## src/rtl/uart_mmio_initiator.sv

```systemverilog
// Turns single commands into polled UART / MMIO accesses and returns one response each.
// Latency: op-dependent (1..5 cycles, plus 2 per failed CTRL poll); busy commands wait, response held until rsp_ready.
module uart_mmio_initiator #(
    parameter int POLL_LIMIT = 1024
) (
    input  logic        clk,
    input  logic        rst,
    input  logic        cmd_valid,
    output logic        cmd_ready,
    input  logic [2:0]  cmd_op,
    input  logic [31:0] cmd_wdata,
    output logic        rsp_valid,
    input  logic        rsp_ready,
    output logic [31:0] rsp_data,
    output logic        rsp_err,
    output logic        mm_en,
    output logic [15:0] mm_addr,
    output logic [31:0] mm_wdata,
    output logic [7:0]  mm_tx_byte,
    output logic        mm_tx_valid,
    output logic        mm_rx_ready,
    input  logic [31:0] mm_rdata
);
    localparam int CW = $clog2(POLL_LIMIT + 1);

    localparam logic [2:0] OP_GETC    = 3'd0;
    localparam logic [2:0] OP_PUTC    = 3'd1;
    localparam logic [2:0] OP_RD_CC   = 3'd2;
    localparam logic [2:0] OP_RD_IC   = 3'd3;
    localparam logic [2:0] OP_RST_CTR = 3'd4;
    localparam logic [2:0] OP_RD_SW   = 3'd5;
    localparam logic [2:0] OP_WR_LED  = 3'd6;
    localparam logic [2:0] OP_ILLEGAL = 3'd7;

    localparam logic [15:0] A_CTRL = 16'h0000;

    typedef enum logic [2:0] {
        S_IDLE, S_POLL, S_CHECK, S_ACCESS, S_CAPTURE, S_RESP
    } state_t;

    state_t         state_q, state_d;
    logic [2:0]     op_q, op_d;
    logic [31:0]    wdata_q, wdata_d;
    logic [CW-1:0]  cnt_q, cnt_d;
    logic [31:0]    rsp_data_q, rsp_data_d;
    logic           rsp_err_q, rsp_err_d;
    logic [15:0]    op_addr;
    logic [CW-1:0]  cnt_inc;
    logic           poll_ok;

    always_ff @(posedge clk) begin
        if (!rst) begin
            state_q    <= S_IDLE;
            op_q       <= '0;
            wdata_q    <= '0;
            cnt_q      <= '0;
            rsp_data_q <= '0;
            rsp_err_q  <= 1'b0;
        end else begin
            state_q    <= state_d;
            op_q       <= op_d;
            wdata_q    <= wdata_d;
            cnt_q      <= cnt_d;
            rsp_data_q <= rsp_data_d;
            rsp_err_q  <= rsp_err_d;
        end
    end

    always_comb begin
        op_addr = 16'h0000;
        case (op_q)
            OP_GETC:    op_addr = 16'h0004;
            OP_PUTC:    op_addr = 16'h0008;
            OP_RD_CC:   op_addr = 16'h0010;
            OP_RD_IC:   op_addr = 16'h0014;
            OP_RST_CTR: op_addr = 16'h0018;
            OP_RD_SW:   op_addr = 16'h0028;
            OP_WR_LED:  op_addr = 16'h0030;
            default:    op_addr = 16'h0000;
        endcase
    end

    assign cnt_inc = cnt_q + CW'(1);
    // GETC waits for rx-valid (bit1), PUTC for tx-ready (bit0).
    assign poll_ok = (op_q == OP_GETC) ? mm_rdata[1] : mm_rdata[0];

    always_comb begin
        state_d     = state_q;
        op_d        = op_q;
        wdata_d     = wdata_q;
        cnt_d       = cnt_q;
        rsp_data_d  = rsp_data_q;
        rsp_err_d   = rsp_err_q;
        cmd_ready   = 1'b0;
        rsp_valid   = 1'b0;
        mm_en       = 1'b0;
        mm_addr     = 16'h0000;
        mm_wdata    = 32'h0;
        mm_tx_byte  = 8'h00;
        mm_tx_valid = 1'b0;
        mm_rx_ready = 1'b0;
        case (state_q)
            S_IDLE: begin
                cmd_ready = rst;
                if (cmd_valid && rst) begin
                    op_d       = cmd_op;
                    wdata_d    = cmd_wdata;
                    cnt_d      = '0;
                    rsp_data_d = 32'h0;
                    rsp_err_d  = (cmd_op == OP_ILLEGAL);
                    if (cmd_op == OP_GETC || cmd_op == OP_PUTC) state_d = S_POLL;
                    else if (cmd_op == OP_ILLEGAL)              state_d = S_RESP;
                    else                                        state_d = S_ACCESS;
                end
            end
            S_POLL: begin
                mm_en   = 1'b1;
                mm_addr = A_CTRL;
                state_d = S_CHECK;
            end
            S_CHECK: begin
                if (poll_ok) begin
                    state_d = S_ACCESS;
                end else begin
                    cnt_d = cnt_inc;
                    if (cnt_inc == CW'(POLL_LIMIT)) begin
                        rsp_err_d  = 1'b1;
                        rsp_data_d = 32'h0;
                        state_d    = S_RESP;
                    end else begin
                        state_d = S_POLL;
                    end
                end
            end
            S_ACCESS: begin
                mm_en   = 1'b1;
                mm_addr = op_addr;
                if (op_q == OP_PUTC) begin
                    mm_tx_valid = 1'b1;
                    mm_tx_byte  = wdata_q[7:0];
                end
                if (op_q == OP_GETC)   mm_rx_ready = 1'b1;
                if (op_q == OP_WR_LED) mm_wdata    = wdata_q;
                if (op_q == OP_PUTC || op_q == OP_RST_CTR || op_q == OP_WR_LED) state_d = S_RESP;
                else                                                             state_d = S_CAPTURE;
            end
            S_CAPTURE: begin
                case (op_q)
                    OP_GETC:  rsp_data_d = {24'h0, mm_rdata[7:0]};
                    OP_RD_SW: rsp_data_d = {30'h0, mm_rdata[1:0]};
                    default:  rsp_data_d = mm_rdata;
                endcase
                state_d = S_RESP;
            end
            S_RESP: begin
                rsp_valid = 1'b1;
                if (rsp_ready) state_d = S_IDLE;
            end
            default: state_d = S_IDLE;
        endcase
    end

    assign rsp_data = rsp_data_q;
    assign rsp_err  = rsp_err_q;
endmodule

```

## config.mk

```make
export PLATFORM = sky130hd
export DESIGN_NAME = uart_mmio_initiator
export DESIGN_NICKNAME = d
export VERILOG_FILES = /design/src/rtl/uart_mmio_initiator.sv
export SDC_FILE = /design/constraint.sdc
export NUM_CORES = 1
export LEC_CHECK = 0
export CAP_MARGIN = 20
export CORE_UTILIZATION = 45
export DETAILED_ROUTE_END_ITERATION = 7
export GPL_TIMING_DRIVEN = 0
export PLACE_DENSITY = 0.93
export REMOVE_ABC_BUFFERS = 1
export SETUP_SLACK_MARGIN = 0.05
export SLEW_MARGIN = 10
export SYNTH_ARGS = -nofsm -noshare
export SYNTH_HDL_FRONTEND = slang
export SYNTH_SLANG_ARGS = --single-unit
```

## constraint.sdc

```tcl
create_clock -name clk -period 4.85 [get_ports clk]
set_input_delay 1.455 -clock clk [delete_from_list [all_inputs] [get_ports clk]]
set_output_delay 1.455 -clock clk [all_outputs]
set_load 0.1 [all_outputs]
```

==> tab_implementation.tex, run 1 <==
\begin{tabular}{lr}
\hline
Metric & Value \\
\hline
\multicolumn{2}{l}{\textbf{Finish}} \\
\quad P\&R area growth vs syn & 46.20\% \\
\quad Number of filler instances in the final layout & 528 \\
\quad Fraction of layout instances using a drive strength above 1 & 11.64\% \\
\quad Number of nets in the finished design & 661 \\
\quad Post-layout utilization of the core & 69.02\% \\
\quad Antenna cells & 0 \\
\multicolumn{2}{l}{\textbf{STA}} \\
\quad Final Hold Fails & 0 \\
\quad Actual slew at the worst max-slew pin & 1025 ps \\
\quad Number of setup violations in the final report & 0 \\
\quad Final critical path time including I/O delays and setup & 4719 ps \\
\quad Final Slew Violations & 0 \\
\quad Final period util & 97.29\% \\
\quad Highest achievable clock rate & 0.2119 GHz \\
\quad Remaining max-slew budget at the tightest pin & 31.46\% \\
\quad Smallest setup slack after layout & 131.4 ps \\
\quad Worst Skew & 14.81 ps \\
\multicolumn{2}{l}{\textbf{Routing}} \\
\quad DRC violations left & 0 \\
\quad Routed via count divided by cell count & 5.850 \\
\quad Total number of vias & 4066 \\
\quad DRT antenna net count & 0 \\
\quad Sum of routed wire length over all layers & 12730 um \\
\quad Routed len/inst & 18.32 um \\
\quad Number of search-and-repair iterations in the first detailed-routing pass & 6 \\
\quad Initial DRC count & 459 \\
\multicolumn{2}{l}{\textbf{Synth}} \\
\quad Post-synth EDFFs & 0 \\
\quad Count of state elements after synthesis & 82 \\
\quad Primary FF master, synth & sky130\_fd\_sc\_hd\_\_dfxtp\_1 \\
\quad Share of flip-flops with an asynchronous set or reset after synthesis & 0\% \\
\quad Number of synthesis warnings & 0 \\
\quad Unique masters post-synth & 47 \\
\quad Netlist area before placement & 3705 sq um \\
\quad Sequential area share after synthesis & 44.31\% \\
\quad Synthesized area per cell & 8.178 sq um \\
\quad Synthesized instance count & 453 \\
\multicolumn{2}{l}{\textbf{Clocking}} \\
\quad Postcts setup bufs & 0 \\
\quad Root buffer cell & sky130\_fd\_sc\_hd\_\_clkbuf\_8 \\
\quad TritonCTS clock tree & done \\
\quad Quantity of hold-fixing buffers added after cts & 0 \\
\quad TritonCTS buffer count & 9 \\
\quad Clock tree buffer depth & 2 \\
\quad Number of levels the H-tree was split into & 3 \\
\quad Clock sink total & 82 \\
\quad Clock input transition at the sequential cells of the worst setup and hold paths & 80 ps \\
\quad PostCTS Resize Cnt & 83 \\
\quad Clock network latency to the later pin of the worst-skew pair & 370 ps \\
\multicolumn{2}{l}{\textbf{Setup path}} \\
\quad R2R setup slack & 2050 ps \\
\quad Terminus of the critical flop-to-flop path & rsp\_data[5] \\
\quad Delay of the slowest critical-path stage & 680 ps \\
\quad Cells along the critical path & clkdlybuf4s50\_1, nand2b\_1, nor3\_1, clkdlybuf4s15\_2 \\
\quad Critical path capture point type & output pin \\
\quad Peak fanout along the critical path & 7 \\
\quad Data required time at the worst endpoint & 3390 ps \\
\quad Crit path kind & primary input to output pin \\
\quad Number of cells on the worst reg-to-reg path & 8 \\
\quad Start point of the critical path & rst \\
\quad Worst path arrival time & 3260 ps \\
\quad Launching point of the worst reg2reg path & cnt\_q[0] \\
\quad Kind of launch point of the worst setup path & primary input \\
\quad Slowest library cell on the worst path & sky130\_fd\_sc\_hd\_\_clkdlybuf4s50\_1 \\
\multicolumn{2}{l}{\textbf{Global routing}} \\
\quad Number of antenna violations at the first check in global routing & 0 \\
\quad Global-route wire length before repair & 19170 um \\
\quad Met2 usage & 51.98\% \\
\quad Congestion Overflow GR & 0 \\
\quad Largest net degree at the start of global routing & 49 \\
\quad Via count of the first global-routing pass & 3905 \\
\quad Global-route met3 utilization & 7.635\% \\
\quad Met1 track utilization from global routing & 29.32\% \\
\quad Global router's overall resource usage & 28.58\% \\
\quad Most utilized layer in the global route result & met2 \\
\multicolumn{2}{l}{\textbf{Floorplan}} \\
\quad Y dimension of the die & 92.74 um \\
\quad Cell row count & 32 \\
\quad Die area & 8600 sq um \\
\quad CORE AREA & 7848 sq um \\
\quad Die X & 92.74 um \\
\quad Ports placed on the boundary & 165 \\
\quad Initial core utilization & 47.21\% \\
\multicolumn{2}{l}{\textbf{Power}} \\
\quad Areal power density over the cells & 323.6 nW/um\^{}2 \\
\quad Worst supply voltage drop on vdd & 131.9 uV \\
\quad Total leakage power & 2.051 nW \\
\multicolumn{2}{l}{\textbf{Min path}} \\
\quad Number of instances on the worst hold path & 2 \\
\quad Hold worst-path end & wdata\_q[22] \\
\quad Worst Min Path Start & wdata\_q[22] \\
\quad Worst hold path class & flip-flop to flip-flop \\
\multicolumn{2}{l}{\textbf{Job}} \\
\quad Number of max-capacitance violations reported & 0 \\
\multicolumn{2}{l}{\textbf{Place}} \\
\quad DP Worst Slack & -384.0 ps \\
\quad Final weighted congestion in routability-driven placement & 0.8814 \\
\quad Count of buffers from port buffering & 152 \\
\quad Final HPWL from detailed placement & 8322 um \\
\multicolumn{2}{l}{\textbf{Status}} \\
\quad Outcome & complete, no violations \\
\hline
\end{tabular}
==> stage by stage <==
stage | cell area (sq um) | power [mW] | hold slack, ps | cells | TNS (ps)
floorplan | 3510 | 1.072 | 431.7 | 419 | -6536
global placement | 5159 | 1.205 | 438.0 | 673 | -39690
detailed placement | 5288 | 1.254 | 442.5 | 679 | -384.0
CTS | 5473 | 1.732 | 453.4 | 695 | 0
global route | 5416 | 1.815 | 467.8 | 695 | -0.1115
finish | 5416 | 1.753 | 452.0 | 695 | 0
==> worst max path at each step <==
| stage | end | slack (ps) | depth (start not counted) |
|---|---|---|---|
| finish | cmd_ready | 130 | 4 |
| global route | mm_wdata[23] | -0.1 | 7 |
| CTS | mm_wdata[4] | 110 | 6 |
| detailed placement | cmd_ready | -380 | 4 |
| global placement | mm_wdata[4] | -1020 | 6 |
| floorplan | mm_tx_byte[0] | -790 | 4 |
==> registers in the layout, summed over array words and instances (netlist names) <==
register and count:
rsp_err 1, op_q 3, wdata_q 32, state_q 3
rsp_data 32, cnt_q 11
==> cell families after synthesis <==
logic type / after synthesis / synth area share, %
adder cells (fa/ha/maj): 2 / 0.6753
AO/OA/AOI/OAI: 118 / 20.47
flip-flops: 82 / 44.31
buffers and inverters: 50 / 6.889
other: 1 / 0.1012
AND/OR/NAND/NOR: 194 / 26.07
XOR/XNOR: 4 / 0.9458
multiplexers: 2 / 0.5404
==> layer usage <==
layer / up-vias / routed length (um)
li1: 1815 / -
met1: 1929 / 4603
met2: 241 / 6399
met3: 79 / 957
met4: 2 / 746
met5: - / 26
==> layout make-up <==
class,instances,area (sq um),area share (%)
multi-input combinational,332,1898,35.04
sequential,82,1642,30.31
timing repair buffer,158,1543,28.48
clock buffer,12,135.1,2.495
tap,102,127.6,2.356
clock inverter,4,52.55,0.9702
inverter,5,18.77,0.3465
==> report_power, final <==
part           internal, mW  switching (mW)  leakage [nW]
registers             0.720          0.0500         0.666
logic                 0.159           0.340          1.30
clock network         0.238           0.245        0.0828
==> critical path: cells and delay by family <==
family,cells,cell delay (ps)
buffers and inverters,2,1290
AND/OR/NAND/NOR,2,520
==> cells in the final DEF, fill, tap and decap left out, types with 4 or more instances in the layout <==
master,instances
sky130_fd_sc_hd__clkdlybuf4s50_1,110
sky130_fd_sc_hd__nand2_1,86
sky130_fd_sc_hd__dfxtp_1,82
sky130_fd_sc_hd__a21oi_1,58
sky130_fd_sc_hd__and2_1,45
sky130_fd_sc_hd__a22o_1,29
sky130_fd_sc_hd__clkdlybuf4s15_2,20
sky130_fd_sc_hd__clkbuf_2,18
sky130_fd_sc_hd__nor2_1,17
sky130_fd_sc_hd__o21ai_0,12
sky130_fd_sc_hd__conb_1,12
sky130_fd_sc_hd__clkbuf_8,9
sky130_fd_sc_hd__nand3_1,8
sky130_fd_sc_hd__nor3_1,6
sky130_fd_sc_hd__and3_1,6
sky130_fd_sc_hd__inv_1,4
sky130_fd_sc_hd__nand2b_1,4
sky130_fd_sc_hd__dlygate4sd2_1,4
==> synth_stat cells, types with 4 or more instances <==
cell type | instances | share of area, %
sky130_fd_sc_hd__a21oi_1 | 58 | 7.8
sky130_fd_sc_hd__nor2_1 | 17 | 1.7
sky130_fd_sc_hd__a22o_1 | 29 | 6.9
sky130_fd_sc_hd__nand2_1 | 86 | 8.7
sky130_fd_sc_hd__buf_2 | 6 | 0.81
sky130_fd_sc_hd__and3_1 | 6 | 1.0
sky130_fd_sc_hd__buf_4 | 14 | 2.8
sky130_fd_sc_hd__clkbuf_1 | 23 | 2.3
sky130_fd_sc_hd__a311oi_1 | 4 | 0.95
sky130_fd_sc_hd__o21ai_0 | 12 | 1.6
sky130_fd_sc_hd__inv_1 | 5 | 0.51
sky130_fd_sc_hd__and2_1 | 45 | 7.6
sky130_fd_sc_hd__dfxtp_1 | 82 | 44
sky130_fd_sc_hd__nand3_1 | 8 | 1.1
sky130_fd_sc_hd__nor3_1 | 8 | 1.1
sky130_fd_sc_hd__nand2b_1 | 4 | 0.68
No activity file was read; power rests on OpenSTA's default activity.
==> run 2: changes to the inputs <==
CORE_MARGIN = 5   (was unset)
==> tab_implementation.tex, run 2 (synthesized netlist as in run 1, its figures left out) <==
\begin{tabular}{lr}
\hline
Metric & Value \\
\hline
\multicolumn{2}{l}{\textbf{Setup path}} \\
\quad Data required time at the worst endpoint & 3390 ps (about the same) \\
\quad Delay of the slowest critical-path stage & 670 ps (about the same) \\
\quad Critical path capture point type & output pin \\
\quad Peak fanout along the critical path & 7 (unchanged) \\
\quad Slowest library cell on the worst path & sky130\_fd\_sc\_hd\_\_clkdlybuf4s50\_1 \\
\quad Crit path kind & primary input to output pin \\
\quad Kind of launch point of the worst setup path & primary input \\
\quad Cells along the critical path & clkdlybuf4s50\_1, nand2b\_1, nor3\_1, clkdlybuf4s15\_2 \\
\quad Worst path arrival time & 3180 ps (-80 ps) \\
\multicolumn{2}{l}{\textbf{Clocking}} \\
\quad Number of levels the H-tree was split into & 3 (unchanged) \\
\quad TritonCTS clock tree & done \\
\quad Clock tree buffer depth & 2 (unchanged) \\
\quad TritonCTS buffer count & 9 (unchanged) \\
\quad Clock network latency to the later pin of the worst-skew pair & 350 ps (-20 ps) \\
\quad Clock input transition at the sequential cells of the worst setup and hold paths & 90 ps (about the same) \\
\quad Clock sink total & 82 (unchanged) \\
\quad Postcts setup bufs & 0 (unchanged) \\
\quad Root buffer cell & sky130\_fd\_sc\_hd\_\_clkbuf\_8 \\
\multicolumn{2}{l}{\textbf{STA}} \\
\quad Unrepaired setup endpoints after global routing & true \\
\quad Final Hold Fails & 0 (unchanged) \\
\quad Smallest setup slack after layout & 211.4 ps (+80.02 ps) \\
\quad Worst Skew & 9.047 ps (-5.766 ps) \\
\quad Setup TNS & 0 ps (unchanged) \\
\quad Highest achievable clock rate & 0.2156 GHz (+1.7\%) \\
\quad Remaining max-slew budget at the tightest pin & 32.12\% (+0.67 points) \\
\quad Number of setup violations in the final report & 0 (unchanged) \\
\quad Final period util & 95.64\% (-1.6 points) \\
\quad Final critical path time including I/O delays and setup & 4639 ps (-80.01 ps) \\
\quad Actual slew at the worst max-slew pin & 1015 ps (-9.958 ps) \\
\quad Final Slew Violations & 0 (unchanged) \\
\quad Final worst hold slack & 452.4 ps (+0.3720 ps) \\
\multicolumn{2}{l}{\textbf{Floorplan}} \\
\quad Cell row count & 33 (+3.1\%) \\
\quad CORE AREA & 8134 sq um (+3.7\%) \\
\quad Ports placed on the boundary & 165 (unchanged) \\
\quad Y dimension of the die & 100.7 um (+8.6\%) \\
\quad Initial core utilization & 45.55\% (-1.7 points) \\
\quad Die X & 100.7 um (+8.6\%) \\
\quad Die area & 10150 sq um (+18\%) \\
\multicolumn{2}{l}{\textbf{Routing}} \\
\quad Total number of vias & 3689 (-9.3\%) \\
\quad Routed len/inst & 15.65 um (-15\%) \\
\quad DRC violations left & 0 (unchanged) \\
\quad Initial DRC count & 133 (-71\%) \\
\quad Routed via count divided by cell count & 5.293 (-9.5\%) \\
\quad DRT antenna net count & 0 (unchanged) \\
\quad Number of search-and-repair iterations in the first detailed-routing pass & 4 (-2) \\
\quad Sum of routed wire length over all layers & 10910 um (-14\%) \\
\multicolumn{2}{l}{\textbf{Finish}} \\
\quad Design area & 5468 sq um (+0.95\%) \\
\quad Most common cell after layout, fill and taps aside & sky130\_fd\_sc\_hd\_\_clkdlybuf4s50\_1 \\
\quad Number of nets in the finished design & 660 (-0.15\%) \\
\quad Commonest cells after routing, fill and taps aside & 110 x sky130\_fd\_sc\_hd\_\_clkdlybuf4s50\_1, 86 x sky130\_fd\_sc\_hd\_\_nand2\_1, 82 x sky130\_fd\_sc\_hd\_\_dfxtp\_1 \\
\quad Fraction of layout instances using a drive strength above 1 & 9.966\% (-1.7 points) \\
\quad P\&R area growth vs syn & 47.59\% \\
\quad Antenna cells & 0 (unchanged) \\
\multicolumn{2}{l}{\textbf{Place}} \\
\quad Final weighted congestion in routability-driven placement & 0.8354 (-5.2\%) \\
\quad Final HPWL from detailed placement & 8099 um (-2.7\%) \\
\quad Count of buffers from port buffering & 152 (unchanged) \\
\quad Placed inst area & 5278 sq um (-0.19\%) \\
\quad DP Worst Slack & -349.1 ps (+34.83 ps) \\
\multicolumn{2}{l}{\textbf{Power}} \\
\quad Logic pwr share & 27.3\% (-1.1 points) \\
\quad Final total power & 1.742 mW (-0.62\%) \\
\quad Areal power density over the cells & 318.6 nW/um\^{}2 (-1.6\%) \\
\quad Sequential share of power & 43.9\% (about the same) \\
\quad Worst supply voltage drop on vdd & 163.6 uV (+24\%) \\
\quad Switching power of the nets & 0.6251 mW (-1.6\%) \\
\quad Net Sw Frac & 35.89\% (-0.37 points) \\
\quad Pint & 1.117 mW (about the same) \\
\quad Clk network pwr share & 28.8\% (+1.2 points) \\
\quad Total leakage power & 2.054 nW (+0.14\%) \\
\multicolumn{2}{l}{\textbf{Global routing}} \\
\quad Number of antenna violations at the first check in global routing & 0 (unchanged) \\
\quad Largest net degree at the start of global routing & 49 (unchanged) \\
\quad Global-route wire length before repair & 17030 um (-11\%) \\
\quad Congestion Overflow GR & 0 (unchanged) \\
\quad Via count of the first global-routing pass & 3490 (-11\%) \\
\quad Global router's overall resource usage & 20.77\% (-7.8 points) \\
\multicolumn{2}{l}{\textbf{Job}} \\
\quad Number of max-capacitance violations reported & 0 (unchanged) \\
\multicolumn{2}{l}{\textbf{Status}} \\
\quad Outcome & complete, no violations \\
\multicolumn{2}{l}{\textbf{Min path}} \\
\quad Worst hold path class & flip-flop to flip-flop \\
\hline
\end{tabular}
-- run 2: worst paths after layout --
path / startpoint / endpoint / slack (ps) / cells past startpoint
max: rst / cmd_ready / 210 / 4
min reg2reg: wdata_q[12] / wdata_q[12] / 450 / 2
max reg2reg: cnt_q[0] / rsp_data[6] / 2170 / 7
min: wdata_q[12] / wdata_q[12] / 450 / 2
-- run 2: metal layers --
| metal | part of all wire (%) | GRT usage (%) | up-vias |
|---|---|---|---|
| li1 | - | - | 1805 |
| met1 | 40 | 24.88 | 1725 |
| met2 | 51 | 36.96 | 134 |
| met3 | 6.4 | 4.360 | 25 |
| met4 | 2.7 | 6.528 | 0 |
| met5 | 0 | 0 | - |
-- run 2: power groups by stage --
stage                     sequential, mW  combinational (mW)  clock, mW
final                              0.765               0.475      0.502
after global routing               0.773               0.509      0.541
after CTS                          0.764               0.473      0.509
after floorplan                    0.821               0.251          0
after global placement             0.773               0.435          0
after detailed placement           0.779               0.471          0
-- run 2: layout make-up --
cell class	count	area (sq um)
Tap cell	105	131.4
Sequential cell	82	1642
Inverter	5	18.77
Clock buffer	9	123.9
Clock inverter	7	78.83
Fill cell	632	2666
Multi-Input combinational cell	332	1907
Timing Repair Buffer	157	1567
-- run 2: critical path, delay by kind of cell --
| kind | cells | cell delay (ps) |
|---|---|---|
| buf+inv | 2 | 1270 |
| simple gates | 2 | 450 |
-- run 2: stage by stage --
stage / cells / util [%]
3_3_place_gp: 676 / 63.47
6_report: 697 / 67.22
2_1_floorplan: 419 / -
5_1_grt: 697 / 67.22
4_1_cts: 697 / 67.33
3_5_place_dp: 681 / 64.88
-- run 2: timing repair --
action,in CTS,in global routing
endpoints found under the setup margin,42,40
resized for setup,82,28
hold buffers,0,0
cloned,0,0
==> run 3: changes to the inputs <==
MAX_ROUTING_LAYER = met4   (was unset)
==> tab_implementation.tex, run 3 (synthesized netlist as in run 1, its figures left out) <==
\begin{tabular}{lr}
\hline
Metric & Value \\
\hline
\multicolumn{2}{l}{\textbf{Setup path}} \\
\quad CP Buf/Inv Count & 2 (unchanged) \\
\quad Kind of launch point of the worst setup path & primary input \\
\quad Kind of cell with the highest combined delay on the critical path & buffers and inverters \\
\quad Critical path depth & 4 (unchanged) \\
\quad Data required time at the worst endpoint & 3390 ps (about the same) \\
\quad Cells along the critical path & clkdlybuf4s50\_1, nand2b\_1, nor3\_1, clkdlybuf4s15\_2 \\
\quad Peak fanout along the critical path & 7 (unchanged) \\
\quad Crit path kind & primary input to output pin \\
\quad Worst path arrival time & 3170 ps (about the same) \\
\quad Slowest library cell on the worst path & sky130\_fd\_sc\_hd\_\_clkdlybuf4s50\_1 \\
\quad Number of cells on the worst reg-to-reg path & 7 (unchanged) \\
\quad Launching point of the worst reg2reg path & cnt\_q[0] \\
\quad Delay of the slowest critical-path stage & 660 ps (about the same) \\
\quad Critical path capture point type & output pin \\
\quad Start point of the critical path & rst \\
\multicolumn{2}{l}{\textbf{Global routing}} \\
\quad Global router's overall resource usage & 21.38\% (+0.60 points) \\
\quad Largest net degree at the start of global routing & 49 (unchanged) \\
\quad Global-route wire length before repair & 17050 um (+0.12\%) \\
\quad Congestion Overflow GR & 0 (unchanged) \\
\quad Number of antenna violations at the first check in global routing & 0 (unchanged) \\
\quad Via count of the first global-routing pass & 3486 (-0.11\%) \\
\multicolumn{2}{l}{\textbf{Power}} \\
\quad Total leakage power & 2.054 nW (about the same) \\
\quad Areal power density over the cells & 320.1 nW/um\^{}2 (+0.49\%) \\
\quad Worst supply voltage drop on vdd & 164.1 uV (+0.25\%) \\
\quad Final total power & 1.744 mW (+0.12\%) \\
\multicolumn{2}{l}{\textbf{Floorplan}} \\
\quad Die X & 100.7 um (unchanged) \\
\quad Die area & 10150 sq um (unchanged) \\
\quad CORE AREA & 8134 sq um (unchanged) \\
\quad Ports placed on the boundary & 165 (unchanged) \\
\quad Y dimension of the die & 100.7 um (unchanged) \\
\quad Initial core utilization & 45.55\% (unchanged) \\
\quad Cell row count & 33 (unchanged) \\
\multicolumn{2}{l}{\textbf{Place}} \\
\quad Cell count after placement & 681 (unchanged) \\
\quad Count of buffers from port buffering & 152 (unchanged) \\
\quad Final weighted congestion in routability-driven placement & 0.8483 (+1.5\%) \\
\quad Final HPWL from detailed placement & 8099 um (unchanged) \\
\multicolumn{2}{l}{\textbf{STA}} \\
\quad Unrepaired setup endpoints after global routing & true \\
\quad Remaining max-slew budget at the tightest pin & 32.26\% (+0.14 points) \\
\quad Final critical path time including I/O delays and setup & 4627 ps (-11.19 ps) \\
\quad Final Slew Violations & 0 (unchanged) \\
\quad Highest achievable clock rate & 0.2161 GHz (+0.24\%) \\
\quad Number of setup violations in the final report & 0 (unchanged) \\
\quad Final period util & 95.41\% (-0.23 points) \\
\quad Actual slew at the worst max-slew pin & 1013 ps (-2.133 ps) \\
\quad Worst Skew & 9.603 ps (+0.5561 ps) \\
\quad Final Hold Fails & 0 (unchanged) \\
\quad Setup TNS & 0 ps (unchanged) \\
\multicolumn{2}{l}{\textbf{Min path}} \\
\quad Worst Min Path Start & wdata\_q[12] \\
\quad Number of instances on the worst hold path & 2 (unchanged) \\
\quad Worst hold path class & flip-flop to flip-flop \\
\multicolumn{2}{l}{\textbf{Finish}} \\
\quad Commonest cells after routing, fill and taps aside & 110 x sky130\_fd\_sc\_hd\_\_clkdlybuf4s50\_1, 86 x sky130\_fd\_sc\_hd\_\_nand2\_1, 82 x sky130\_fd\_sc\_hd\_\_dfxtp\_1 \\
\quad Most common cell after layout, fill and taps aside & sky130\_fd\_sc\_hd\_\_clkdlybuf4s50\_1 \\
\quad Antenna cells & 0 (unchanged) \\
\quad P\&R area growth vs syn & 47.04\% \\
\quad Number of nets in the finished design & 660 (unchanged) \\
\quad Fraction of layout instances using a drive strength above 1 & 10.64\% (+0.68 points) \\
\quad Fin cells & 697 (unchanged) \\
\multicolumn{2}{l}{\textbf{Clocking}} \\
\quad TritonCTS clock tree & done \\
\quad Clock tree buffer depth & 2 (unchanged) \\
\quad Root buffer cell & sky130\_fd\_sc\_hd\_\_clkbuf\_8 \\
\quad Clock input transition at the sequential cells of the worst setup and hold paths & 90 ps (about the same) \\
\quad Number of levels the H-tree was split into & 3 (unchanged) \\
\quad Quantity of hold-fixing buffers added after cts & 0 (unchanged) \\
\quad Clock sink total & 82 (unchanged) \\
\quad TritonCTS buffer count & 9 (unchanged) \\
\quad Clock network latency to the later pin of the worst-skew pair & 350 ps (about the same) \\
\multicolumn{2}{l}{\textbf{Routing}} \\
\quad Total number of vias & 3693 (+0.11\%) \\
\quad Routed via count divided by cell count & 5.298 (+0.11\%) \\
\quad Routed len/inst & 15.67 um (+0.16\%) \\
\quad DRT antenna net count & 0 (unchanged) \\
\quad DRC violations left & 0 (unchanged) \\
\quad Sum of routed wire length over all layers & 10920 um (+0.16\%) \\
\quad Number of search-and-repair iterations in the first detailed-routing pass & 5 (+1) \\
\quad Initial DRC count & 137 (+3.0\%) \\
\multicolumn{2}{l}{\textbf{Job}} \\
\quad Number of max-capacitance violations reported & 0 (unchanged) \\
\multicolumn{2}{l}{\textbf{Status}} \\
\quad Outcome & complete, no violations \\
\hline
\end{tabular}
run 3: final timing paths:
path | endpoint | slack (ps)
hold reg to reg | wdata_q[12] | 450
setup / recovery | cmd_ready | 220
hold / removal | wdata_q[12] | 450
setup reg to reg | rsp_data[6] | 2170
run 3: power by group:
| part | switching, mW | total (mW) | internal [mW] |
|---|---|---|---|
| clock network | 0.262 | 0.503 | 0.241 |
| logic | 0.320 | 0.475 | 0.155 |
| registers | 0.0453 | 0.765 | 0.720 |
run 3: worst register-to-register path, cell delays in order (launching register included):
cell	delay (ps)
sky130_fd_sc_hd__dfxtp_1	420
sky130_fd_sc_hd__ha_1	280
sky130_fd_sc_hd__nand3_1	190
sky130_fd_sc_hd__or2_0	290
sky130_fd_sc_hd__a311oi_2	360
sky130_fd_sc_hd__o21ai_2	130
sky130_fd_sc_hd__a31oi_4	690
sky130_fd_sc_hd__a22o_1	280
run 3: final cells by class:
class                           count  area, sq um
Inverter                            5        18.77
Tap cell                          105        131.4
Timing Repair Buffer              157         1546
Clock inverter                      7        78.83
Sequential cell                    82         1642
Fill cell                         636         2686
Multi-Input combinational cell    332         1907
Clock buffer                        9        123.9
run 3: repair_timing:
action,in CTS,in global routing
setup endpoints to repair,42,40
resized for setup,82,32
setup buffers,0,0
run 3: per-layer routing:
metal / track usage, % / wire, um
met5: - / 0
met4: 6.528 / 257
met3: 4.221 / 761
met2: 36.96 / 5616
met1: 24.97 / 4287
run 3: per-stage QoR:
stage	worst slack, ps	util [%]	area, sq um	hold slack, ps
floorplan	-792.5	-	3510	431.7
global placement	-1125	63.47	5162	438.8
detailed placement	-349.1	64.88	5278	443.3
CTS	50.54	67.33	5477	455.5
global route	62.31	66.97	5448	472.9
finish	222.6	66.97	5448	452.3
